--- config.mk ---
export PLATFORM = sky130hd
export DESIGN_NAME = signed_bcd_conv
export DESIGN_NICKNAME = d
export VERILOG_FILES = /design/src/rtl/signed_bcd_conv.sv
export SDC_FILE = /design/constraint.sdc
export NUM_CORES = 1
export LEC_CHECK = 0
export ABC_AREA = 1
export BUFFER_PORTS_ARGS = -buffer_cell sky130_fd_sc_hd__clkbuf_2
export CAP_MARGIN = 25
export CORE_MARGIN = 2
export CORE_UTILIZATION = 50
export DETAILED_ROUTE_END_ITERATION = 12
export GPL_TIMING_DRIVEN = 1
export PLACE_DENSITY_LB_ADDON = 0.1
export SYNTH_ARGS = -nofsm -noshare
export SYNTH_HDL_FRONTEND = slang
export SYNTH_SLANG_ARGS = --single-unit
--- constraint.sdc ---
create_clock -name clk -period 1.8 [get_ports clk]
set_clock_uncertainty 0.2 [all_clocks]
set_input_delay 0.09 -clock clk [delete_from_list [all_inputs] [get_ports clk]]
set_output_delay 0.09 -clock clk [all_outputs]
set_load 0.005 [all_outputs]
--- src/rtl/signed_bcd_conv.sv ---
// signed_bcd_conv: sequential double-dabble converter from an 8-bit value to sign + three BCD digits
// Ports:
//   clk                 rising-edge clock
//   rst_n               asynchronous active-low reset
//   in_valid, in_ready  input handshake; in_ready is high only while idle
//   in_data [7:0]       value to convert
//   out_valid, out_ready result handshake; out_valid is high only while a result is held
//   sign                1 = negative input
//   hundreds, tens, ones [3:0] BCD digits of the magnitude
// Config: define SIGNED_BCD_SIGNED_IN_EN for two's-complement input (-128..127);
//         leave it undefined for unsigned input (0..255) with sign tied low.
`ifdef SIGNED_BCD_SIGNED_IN_EN
// adder8: 8-bit adder with carry-in; carry-out and signed overflow flags
module adder8 (
    input  logic [7:0] a,
    input  logic [7:0] b,
    input  logic       cin,
    output logic [7:0] s,
    output logic       cout,
    output logic       ovfl
);
    assign {cout, s} = {1'b0, a} + {1'b0, b} + {8'd0, cin};
    assign ovfl = (a[7] == b[7]) && (s[7] != a[7]);
endmodule
`endif

module signed_bcd_conv (
    input  logic       clk,
    input  logic       rst_n,
    input  logic       in_valid,
    output logic       in_ready,
    input  logic [7:0] in_data,
    output logic       out_valid,
    input  logic       out_ready,
    output logic       sign,
    output logic [3:0] hundreds,
    output logic [3:0] tens,
    output logic [3:0] ones
);
    typedef enum logic [1:0] {IDLE, CONV, DONE} state_t;
    state_t      state, state_nx;
    logic [7:0]  mag, mag_in;
    logic [2:0]  cnt;
    logic        sign_in;
    logic [2:0]  h_adj;
    logic [3:0]  t_adj, o_adj;
    logic [19:0] sh;
`ifdef SIGNED_BCD_SIGNED_IN_EN
    logic [7:0] neg;
    logic       unused_cout, unused_ovfl;
    // two's-complement negation: ~x + 1; 0x80 negates to 0x80, read as unsigned 128
    adder8 u_neg (
        .a    (~in_data),
        .b    (8'd0),
        .cin  (1'b1),
        .s    (neg),
        .cout (unused_cout),
        .ovfl (unused_ovfl)
    );
    assign sign_in = in_data[7];
    assign mag_in  = in_data[7] ? neg : in_data;
`else
    assign sign_in = 1'b0;
    assign mag_in  = in_data;
`endif
    // hundreds never exceeds 2 for an 8-bit magnitude, so three bits carry it
    assign h_adj = hundreds[2:0] >= 3'd5 ? hundreds[2:0] + 3'd3 : hundreds[2:0];
    assign t_adj = tens >= 4'd5 ? tens + 4'd3 : tens;
    assign o_adj = ones >= 4'd5 ? ones + 4'd3 : ones;
    assign sh    = {h_adj, t_adj, o_adj, mag, 1'b0};
    always_comb begin
        state_nx  = state;
        in_ready  = 1'b0;
        out_valid = 1'b0;
        in_ready  = state == IDLE;
        out_valid = state == DONE;
        state_nx  = state == IDLE ? (in_valid ? CONV : IDLE) :
                    state == CONV ? (cnt == 3'd7 ? DONE : CONV) :
                    state == DONE ? (out_ready ? IDLE : DONE) : IDLE;
    end
    always_ff @(posedge clk or negedge rst_n) begin
        if (!rst_n) begin
            state    <= IDLE;
            sign     <= 1'b0;
            hundreds <= 4'd0;
            tens     <= 4'd0;
            ones     <= 4'd0;
            mag      <= 8'd0;
            cnt      <= 3'd0;
        end else begin
            state <= state_nx;
            if (state == IDLE && in_valid) begin
                sign                    <= sign_in;
                mag                     <= mag_in;
                {hundreds, tens, ones}  <= 12'd0;
                cnt                     <= 3'd0;
            end else if (state == CONV) begin
                {hundreds, tens, ones, mag} <= sh;
                cnt                         <= cnt + 3'd1;
            end
        end
    end
endmodule

# Word-level counts from Yosys, hierarchy flattened
# Cells that the tools add are included.
totals:
  register_bits: 25
  input_bits: 12
classes:
  order_cmp: 3
  n_eq_ne: 3
  n_reduce_logical: 3
  n_mux: 19
  add_sub_neg: 4
ops:
  columns: ["operator", "count"]
  rows:
  - ["$mux W4", 8]
  - ["$mux W8", 2]
  - ["$mux W2", 5]
  - ["$mux W3", 3]
  - ["$add A4 B2 Y4 const B", 2]
  - ["$ge A4 B3 Y1 const B", 2]
  - ["$add A3 B1 Y3 const B", 1]
  - ["$add A3 B2 Y3 const B", 1]
  - ["$eq A3 B3 Y1 const B", 1]
  - ["$ge A3 B3 Y1 const B", 1]
  - ["$eq A2 B1 Y1 const B", 1]
  - ["$eq A2 B2 Y1 const B", 1]
  - ["$logic_not A2 Y1", 1]
  - ["$reduce_bool A2 Y1", 1]
  - ["$logic_and A1 B1 Y1", 1]
  - ["$mux W1", 1]

# Logic depth before layout (Yosys ltp)
# Gate-level depths: netlist of the first run.
depth:
  ltp_word: 4
  ltp_mapped: 8
  depth_no_buf: 8

# Worst setup path after synthesis of the first run
# No wires, ideal clock.
synth_timing:
  path_kind: "reg2reg"
  from: "register tens[0]"
  to: "register tens[1]"
  arrival_time_ns: 1.051
  slack_ns: 0.432
  required_time_ns: 1.483
  stages_incl_launch_ff: 9
  synth_period_minus_slack_ns: 1.368
  cell_sequence: "dfrtp_1 inv_1 ha_1 inv_1 nand2_1 nand3_1 nand2_1 nand3_1 nand2_1"
synth_via:
  elab_chain_cells: 4
synth_lines:
  columns: ["item", "line_no", "rtl"]
  rows:
  - ["from (decl)", "37", "output logic [3:0] tens,"]
  - ["from (signal assigned)", "98", "{hundreds, tens, ones, mag} <= sh;"]
  - ["$add A4 B2 Y4 / $ge A4 B3 Y1 (equally long branches)", "68", "assign t_adj = tens >= 4'd5 ? tens + 4'd3 : tens;"]
  - ["$mux W4 *", "68", null]
  - ["$mux W4 *", "97", "end else if (state == CONV) begin"]
  - ["$mux W4 *", "92", "if (state == IDLE && in_valid) begin"]
# Mark *: on every way between the ends. The rest lies on a longest branch, timed or not. The select of a mux whose other input is x is not followed.
# A chain may end at the register's enable or synchronous reset.

# Worst setup path after layout of the first run
layout_timing:
  from: "register ones[0]"
  to: "register ones[2]"
layout_via:
  elab_chain_cells: 4
layout_lines:
  columns: ["item", "line_no", "rtl"]
  rows:
  - ["from (decl)", "38", "output logic [3:0] ones"]
  - ["from (signal assigned)", "98", null]
  - ["$add A4 B2 Y4 / $ge A4 B3 Y1 (equally long branches)", "69", "assign o_adj = ones >= 4'd5 ? ones + 4'd3 : ones;"]
  - ["$mux W4 *", "69", null]
  - ["$mux W4 *", "97", null]
  - ["$mux W4 *", "92", null]
# Marks and branches as above.

==> results of run 1 <==
==> registers in the layout, summed over array words and instances, names as in the netlist <==
name / count
tens: 4
state: 2
ones: 4
hundreds: 4
cnt: 3
mag: 8
==> metrics by stage <==
| step | area [um2] | util (%) | hold slack [ps] |
|---|---|---|---|
| after CTS | 1620 | 64.7 | 116 |
| after global routing | 1620 | 64.7 | 142 |
| final | 1620 | 64.7 | 94.3 |
| after global placement | 1480 | 59.2 | -65.2 |
| after detailed placement | 1480 | 59.2 | -60.2 |
| after floorplan | 1330 | - | -406 |
==> layer usage <==
| metal | global-route usage, % | vias to the layer above | share of wire, % |
|---|---|---|---|
| met2 | 33.2 | 30 | 49 |
| met1 | 26.0 | 563 | 47 |
| met5 | 0 | - | 0 |
| met4 | 8.36 | 0 | 0.80 |
| met3 | 2.34 | 4 | 3.5 |
| li1 | - | 605 | - |
==> Yosys cell counts, types with 3 or more instances <==
master   number
a21oi_1       4
dfrtp_1      25
ha_1          8
inv_1        13
inv_2         3
nand2_1      66
nand3_1      15
nand4_1       4
nor2_1        3
o21ai_1       6
==> worst max-delay path, cell delays in order (launching register included) <==
cell and delay (ps):
dfrtp_1 420, inv_1 110, ha_1 210, inv_1 70
nand2_1 100, nand3_1 140, nand2_1 70, nand3_1 70
nand2_1 60
==> final timing paths <==
| path | from | end | slack [ps] | cells after the start |
|---|---|---|---|---|
| max in group asynchronous | rst_n | mag[7]$_DFFE_PN0P_ | 900 | 2 |
| min | rst_n | hundreds[1]$_DFFE_PN0P_ | 90 | 2 |
| min reg2reg | mag[5]$_DFFE_PN0P_ | mag[6]$_DFFE_PN0P_ | 310 | 2 |
| min in group clk | out_ready | state[1]$_DFF_PN0_ | 300 | 3 |
| max reg2reg | ones[0]$_DFFE_PN0P_ | ones[2]$_DFFE_PN0P_ | 270 | 8 |
| max | ones[0]$_DFFE_PN0P_ | ones[2]$_DFFE_PN0P_ | 270 | 8 |
==> power breakdown <==
part | switching [mW] | internal, mW | leakage (nW) | total [mW]
Sequential | 0.210 | 0.799 | 0.319 | 1.01
Combinational | 0.766 | 0.555 | 0.530 | 1.32
Clock | 0.165 | 0.0866 | 0.0150 | 0.251
==> logic make-up after synthesis <==
| logic type | after synthesis | synth area share, % |
|---|---|---|
| other | 1 | 0.283 |
| adders and majority gates | 8 | 7.55 |
| DFF | 25 | 47.2 |
| buffers and inverters | 20 | 6.89 |
| and+or+nand+nor | 90 | 28.0 |
| AOI/OAI and AO/OA | 19 | 10.1 |
==> area by class of cell <==
class / instances / area (um2) / share of cell area, %
tap: 30 / 37.5 / 2.32
inverter: 16 / 60.1 / 3.72
multi-input combinational: 118 / 609 / 37.7
sequential: 25 / 626 / 38.7
clock buffer: 4 / 26.3 / 1.63
timing repair buffer: 39 / 258 / 15.9
==> run summary, run 1 <==
Post-Syn Area = 1330 um2
Rows = 18
Worst hold path type = primary input to asynchronous set/reset pin
CTS Buf Count = 3
Hold Fails Final Rpt = 0
Clock Latency Late Sink = 320 ps
Max cap viols = 0
Critical Path AT = 1550 ps
Setup TNS = 0 ps
Crit path max fanout = 4
Tmin final = 1530 ps
Grt total ovfl = 0
Die height = 55.5 um
CTS hold repair buffers = 11
Routed WL = 2740 um
Commonest non-fill, non-tap cell in the layout = nand2_1
# fillers = 211
Clock-pin slew on the worst setup and hold paths = 140 ps
RSZ-0062 raised after global routing = no
Slew Viols, Final = 0
Period utilisation layout = 85.0%
Gate Count Post-Synth = 163
Total power = 2.58 mW
Hpwl dp = 1910 um
Via count = 1202
Antenna violations before repair = 0
Pre-CTS setup slack = 322 ps
Maximum clock path buffer count = 2
Nets@finish = 223
Post-CTS Resized = 0
Crit Path Category = flip-flop to flip-flop
Slew headroom = 59.2%
Worst-margin pin slew = 612 ps
Die width = 55.5 um
Ranking of synthesized cells by area = dfrtp_1 47%, nand2_1 19%, ha_1 7.5%, nand3_1 5.7%, inv_1 3.7%
I/O pins = 27
Synth cell types = 22
Number of I/O port buffers = 25
Number of flops mapped to enable cells by yosys = 0
Asr flop ratio synth = 100%
1st-pass router iterations = 4
First-pass GRT wire length = 4960 um
CTS tree = built
Commonest non-fill, non-tap cells in the layout = 66 x nand2_1, 25 x dfrtp_1, 25 x clkbuf_2, 15 x nand3_1, 13 x inv_1
Syn nets = 183
Leakage = 0.864 nW
Routed len/inst = 11.8 um
Die area = 3080 um2
Vias in the first global route = 1183
Post-synthesis sequential element count = 25
DRT iter0 DRCs = 16
Worst EP required = 1820 ps
Post-CTS setup buffer count = 0
Syn_area_per_cell = 8.14 um2
Clk root buf = clkbuf_4
DR vias/cell = 5.18
Initial Utilization = 53.1%
Worst VDD drop = 0.979 mV
DRC viols = 0
GRT Util Overall = 19.8%
Main synth FF type = dfrtp_1
Diodes inserted = 0
Clock Sinks = 25
Setup crit start kind = flip-flop
Status = completed
Area growth syn-to-layout = 21.9%
Pwr dens = 1600 nW/um2
Final worst slack = 270 ps
Largest area contributor in the netlist = dfrtp_1
Final setup violation count = 0
Post-route ant nets = 0
Yosys warnings = 0
Max frequency = 653 MHz
Largest net degree at the start of global routing = 26
Crit end category = flip-flop
Synth top area share = 47.2%
Core ar. = 2500 um2
Layout cells sized above 1 = 19.3%
Sequential area share after synthesis = 47.2%
CTS H-tree lvls = 1
Dpl cells = 217
GPL Wtd Cong = 0.790
Post-Layout Cell Count = 232
(Power assumes the default switching activity.)
==> run 2, diff against run 1 <==
CORE_UTILIZATION = 53   (was 50)
==> run 2 against run 1 <==
Die area is 5.2% lower. Design area hardly changed. Final cell count unchanged. Via count decreased by 3.2%. Non-clock buffer count unchanged. Core utilization is 1.8 points higher. Combinational power barely moved. Wire length decreased by 0.66%.
==> run summary, run 2 (same netlist as run 1, synthesis figures left out) <==
Status = completed (unchanged)
1st-pass router iterations = 4 (unchanged)
Slew headroom = 59.4% (was 59.2%)
Critical Path AT = 1510 ps (was 1550 ps)
Grt met3 use = 3.06% (was 2.34%)
Met1 Use GR = 27.0% (was 26.0%)
I/O pins = 27 (unchanged)
Post-route ant nets = 0 (unchanged)
Max frequency = 672 MHz (was 653 MHz)
Clk root buf = clkbuf_4 (unchanged)
Commonest non-fill, non-tap cells in the layout = 66 x nand2_1, 25 x dfrtp_1, 25 x clkbuf_2, 15 x nand3_1, 13 x inv_1 (unchanged)
Commonest non-fill, non-tap cell in the layout = nand2_1 (unchanged)
RSZ-0062 raised after global routing = no (unchanged)
GR peak layer = met2 (unchanged)
Number of I/O port buffers = 25 (unchanged)
Initial Utilization = 54.5% (was 53.1%)
Post-Layout Cell Count = 232 (unchanged)
Setup TNS = 0 ps (unchanged)
Rows = 18 (unchanged)
Routed WL = 2730 um (was 2740 um)
Worst-margin pin slew = 609 ps (was 612 ps)
Diodes inserted = 0 (unchanged)
Clock Latency Late Sink = 320 ps (about the same)
Dpl cells = 217 (unchanged)
CTS H-tree lvls = 1 (unchanged)
Vias in the first global route = 1126 (was 1183)
Max cap viols = 0 (unchanged)
Crit Path Category = flip-flop to flip-flop (unchanged)
Most flops, register = mag (unchanged)
Clock-pin slew on the worst setup and hold paths = 140 ps (about the same)
Maximum clock path buffer count = 2 (unchanged)
Setup crit start kind = flip-flop (unchanged)
Placed cell area = 1480 um2 (unchanged)
Crit path max fanout = 4 (unchanged)
DR vias/cell = 5.01 (was 5.18)
Antenna violations before repair = 0 (unchanged)
Largest net degree at the start of global routing = 26 (unchanged)
Area growth syn-to-layout = 22.0% (was 21.9%)
Tmin final = 1490 ps (was 1530 ps)
CTS Buf Count = 3 (unchanged)
Via count = 1163 (was 1202)
Pwr dens = 1590 nW/um2 (was 1600 nW/um2)
Leakage = 0.867 nW (was 0.864 nW)
# fillers = 220 (was 211)
Layout cells sized above 1 = 19.8% (was 19.3%)
Core ar. = 2430 um2 (was 2500 um2)
Routed len/inst = 11.7 um (was 11.8 um)
Die width = 54.0 um (was 55.5 um)
Hpwl dp = 1920 um (was 1910 um)
DRC viols = 0 (unchanged)
Final setup violation count = 0 (unchanged)
Worst VDD drop = 1.04 mV (was 0.979 mV)
Max reg flops = 8 (unchanged)
DRT iter0 DRCs = 15 (was 16)
Slew Viols, Final = 0 (unchanged)
Worst EP required = 1830 ps (was 1820 ps)
Hold Fails Final Rpt = 0 (unchanged)
Period utilisation layout = 82.6% (was 85.0%)
Final Cell Area = 1620 um2 (about the same)
Crit end category = flip-flop (unchanged)
Met2 global-route usage = 38.0% (was 33.2%)
Grt total ovfl = 0 (unchanged)
First-pass GRT wire length = 4610 um (was 4960 um)
Die height = 54.0 um (was 55.5 um)
GRT Util Overall = 22.0% (was 19.8%)
Clock Sinks = 25 (unchanged)
Nets@finish = 223 (unchanged)
Post-CTS Resized = 0 (unchanged)
GPL Wtd Cong = 0.813 (was 0.790)
Worst hold path type = primary input to asynchronous set/reset pin (unchanged)
Die area = 2920 um2 (was 3080 um2)
CTS tree = built (unchanged)
## run 2: cell count changes in the layout (fill, tap and decap cells not counted), sizes merged
cell / delta
clkbuf: -1
clkinv: +1
## run 2: through the flow
stage               setup slack, ps  hold WS [ps]  power (mW)  utilization, %
finish                          313          90.1        2.57            66.5
global route                    149           160        2.85            66.5
CTS                             307           100        2.60            66.5
detailed placement              325         -66.2        2.32            60.9
global placement                361         -70.3        2.26            60.9
floorplan                       432          -406        1.93               -
## run 2: final timing paths
check                      cells after the start  slack, ps                       to                    start
setup / recovery                               8        310      ones[1]$_DFFE_PN0P_      ones[0]$_DFFE_PN0P_
hold / removal                                 2         90       state[1]$_DFF_PN0_                    rst_n
setup reg to reg                               8        310      ones[1]$_DFFE_PN0P_      ones[0]$_DFFE_PN0P_
hold reg to reg                                2        310  hundreds[3]$_DFFE_PN0P_  hundreds[3]$_DFFE_PN0P_
max in group asynchronous                      2        920       cnt[2]$_DFFE_PN0P_                    rst_n
min in group clk                               3        280       state[1]$_DFF_PN0_                out_ready
## run 2: worst max-delay path: stages, from the launching register on
cell,delay (ps)
dfrtp_1,410
inv_1,90
ha_1,200
inv_1,80
nand2_1,110
nand3_1,130
nand2_1,60
nand3_1,60
nand2_1,50
## run 2: timing repair
item,in CTS,in global routing
hold buffers,11,0
setup buffers,0,0
hold endpoints to repair,41,0
## run 2: cell type report
cell class,instances,area (um2),area share (%)
tap,30,37.5,2.32
sequential,25,626,38.7
multi-input combinational,118,609,37.7
clock buffer,3,22.5,1.39
inverter,16,60.1,3.71
clock inverter,1,5.00,0.309
timing repair buffer,39,258,15.9
## run 2: metal layers
metal | up-vias | routed length (um)
li1 | 604 | -
met1 | 530 | 1230
met2 | 21 | 1360
met3 | 8 | 71
met4 | 0 | 62
met5 | - | 0
## run 2: power breakdown
part	total, mW	switching (mW)	internal, mW	leakage, nW
logic	1.30	0.749	0.555	0.530
clock network	0.252	0.169	0.0832	0.0177
registers	1.01	0.211	0.799	0.319
total	2.57	1.13	1.44	0.867
==> run 3, diff against run 2 <==
CORE_UTILIZATION = 48   (was 53)
clock period = 1.3 ns   (was 1.8 ns; I/O delays follow)
==> run 3 against run 2 <==
The flow now finishes with violations (setup timing). Flip-flop and latch count stayed put. Design area increased by 30%. Clock power increased by 48%. Total power grew 90%. Critical path depth decreased by 5. Largest cell class is now multi-input combinational cells. Largest power group unchanged.
==> run summary, run 3 (same netlist as run 1, synthesis figures left out) <==
RSZ-0062 raised after global routing = yes (was no)
Clk root buf = clkbuf_4 (unchanged)
Routed WL = 3540 um (was 2730 um)
Commonest non-fill, non-tap cells in the layout = 45 x nand2_1, 24 x clkbuf_2, 21 x dfrtp_1, 19 x buf_4, 16 x nand2_2 (was 66 x nand2_1, 25 x dfrtp_1, 25 x clkbuf_2, 15 x nand3_1, 13 x inv_1)
Max frequency = 725 MHz
Reg2Reg Depth = 7 (was 8)
Clock Latency Late Sink = 330 ps (was 320 ps)
Worst R2R Setup Slack = -70 ps (was 310 ps)
Final worst slack = -78.9 ps (was 313 ps)
CTS H-tree lvls = 1 (unchanged)
Total power = 4.86 mW (was 2.57 mW)
Crit Reg-Reg Startpoint = hundreds[0]$_DFFE_PN0P_ (was ones[0]$_DFFE_PN0P_)
Vias in the first global route = 1306 (was 1126)
I/O pins = 27 (unchanged)
Dpl cells = 234 (was 217)
GPL Wtd Cong = 0.895 (was 0.813)
Final core utilization = 78.0% (was 66.5%)
CTS Buf Count = 3 (unchanged)
Slew Viols, Final = 0 (unchanged)
Commonest non-fill, non-tap cell in the layout = nand2_1 (unchanged)
Worst hold path type = primary input to asynchronous set/reset pin (unchanged)
# fillers = 197 (was 220)
Status = finished with violations (was completed)
Largest net degree at the start of global routing = 26 (unchanged)
Area growth syn-to-layout = 58.0% (was 22.0%)
Die area = 3200 um2 (was 2920 um2)
DR vias/cell = 5.25 (was 5.01)
Period utilisation layout = 106%
Grt total ovfl = 0 (unchanged)
Max cap viols = 0 (unchanged)
Worst VDD drop = 1.56 mV (was 1.04 mV)
Routed len/inst = 13.6 um (was 11.7 um)
DRT iter0 DRCs = 51 (was 15)
Failing checks = setup timing
Die width = 56.6 um (was 54.0 um)
Pwr dens = 2320 nW/um2 (was 1590 nW/um2)
Hpwl dp = 2190 um (was 1920 um)
Crit end category = output pin (was flip-flop)
Worst EP required = 1030 ps (was 1830 ps)
Post-Layout Cell Count = 260 (was 232)
Reg-to-reg critical path endpoint = hundreds[1]$_DFFE_PN0P_ (was ones[1]$_DFFE_PN0P_)
CTS tree = built (unchanged)
GRT Util Overall = 22.1% (was 22.0%)
Max reg flops = 8 (unchanged)
Most flops, register = mag (unchanged)
Crit path max fanout = 2 (was 4)
Rows = 19 (was 18)
Leakage = 1.08 nW (was 0.867 nW)
Clock-pin slew on the worst setup and hold paths = 140 ps (about the same)
Number of I/O port buffers = 25 (unchanged)
Core ar. = 2690 um2 (was 2430 um2)
Layout cells sized above 1 = 52.8% (was 19.8%)
Nets@finish = 250 (was 223)
Maximum clock path buffer count = 2 (unchanged)
DRC viols = 0 (unchanged)
First-pass GRT wire length = 5610 um (was 4610 um)
Diodes inserted = 0 (unchanged)
Post-route ant nets = 0 (unchanged)
Crit Path Category = flip-flop to output pin (was flip-flop to flip-flop)
Antenna violations before repair = 0 (unchanged)
Final setup violation count = 25 (was 0)
Via count = 1365 (was 1163)
Tmin final = 1380 ps
Die height = 56.6 um (was 54.0 um)
Critical Path AT = 1110 ps (was 1510 ps)
Hold Fails Final Rpt = 0 (unchanged)
1st-pass router iterations = 4 (unchanged)
Initial Utilization = 49.4% (was 54.5%)
Setup crit start kind = flip-flop (unchanged)
Clock Sinks = 25 (unchanged)
[run 3: worst max path at each step]
stage / start / to / slack (ps) / cells after the start
detailed placement: tens[1]$_DFFE_PN0P_ / hundreds[0]$_DFFE_PN0P_ / -60 / 7
floorplan: hundreds[0]$_DFFE_PN0P_ / hundreds[1]$_DFFE_PN0P_ / 0.1 / 7
global placement: state[0]$_DFF_PN0_ / tens[0]$_DFFE_PN0P_ / -20 / 4
CTS: state[1]$_DFF_PN0_ / out_valid / -50 / 4
finish: state[1]$_DFF_PN0_ / in_ready / -80 / 3
global route: hundreds[0]$_DFFE_PN0P_ / hundreds[1]$_DFFE_PN0P_ / -130 / 7
[run 3: per-stage QoR]
step	area [um2]	worst slack, ps	hold WS (ps)	TNS [ps]
final	2100	-78.9	28.6	-950
after global routing	2100	-129	78.3	-2380
after CTS	1900	-53.0	48.5	-263
after detailed placement	1640	-61.6	-130	-323
after global placement	1640	-23.2	-128	-71.5
after floorplan	1360	0.101	-431	0
[run 3: area by class of cell]
class | instances | area, um2 | area share (%)
clock buffers | 4 | 26.3 | 1.25
inverters | 16 | 62.6 | 2.99
multi-input cells | 118 | 836 | 39.9
flip-flops and latches | 25 | 631 | 30.1
well taps | 31 | 38.8 | 1.85
repair buffers | 66 | 502 | 23.9
[run 3: what timing repair did]
item,4_1_cts,5_1_grt
setup buffers,6,4
pin swaps,12,15
cloned,0,1
hold buffers,11,0
gates resized for setup,31,40
setup endpoints to repair,21,30
endpoints found under the hold margin,39,0
[run 3: critical path, stage by stage (launching register included)]
cell	delay, ps
dfrtp_1	430
buf_6	140
nor2_4	90
clkbuf_2	120
[run 3: per-layer routing]
metal	part of all wire, %	global-route usage [%]	vias to the layer above
met5	0	0	-
li1	-	-	657
met2	53	38.9	29
met3	3.4	3.23	7
met1	42	28.0	672
met4	1.3	6.80	0
[run 3: power by group]
part	switching (mW)	total (mW)	leakage, nW	internal, mW
sequential	0.342	1.46	0.314	1.12
clock	0.251	0.372	0.0150	0.120
combinational	1.54	3.03	0.748	1.49
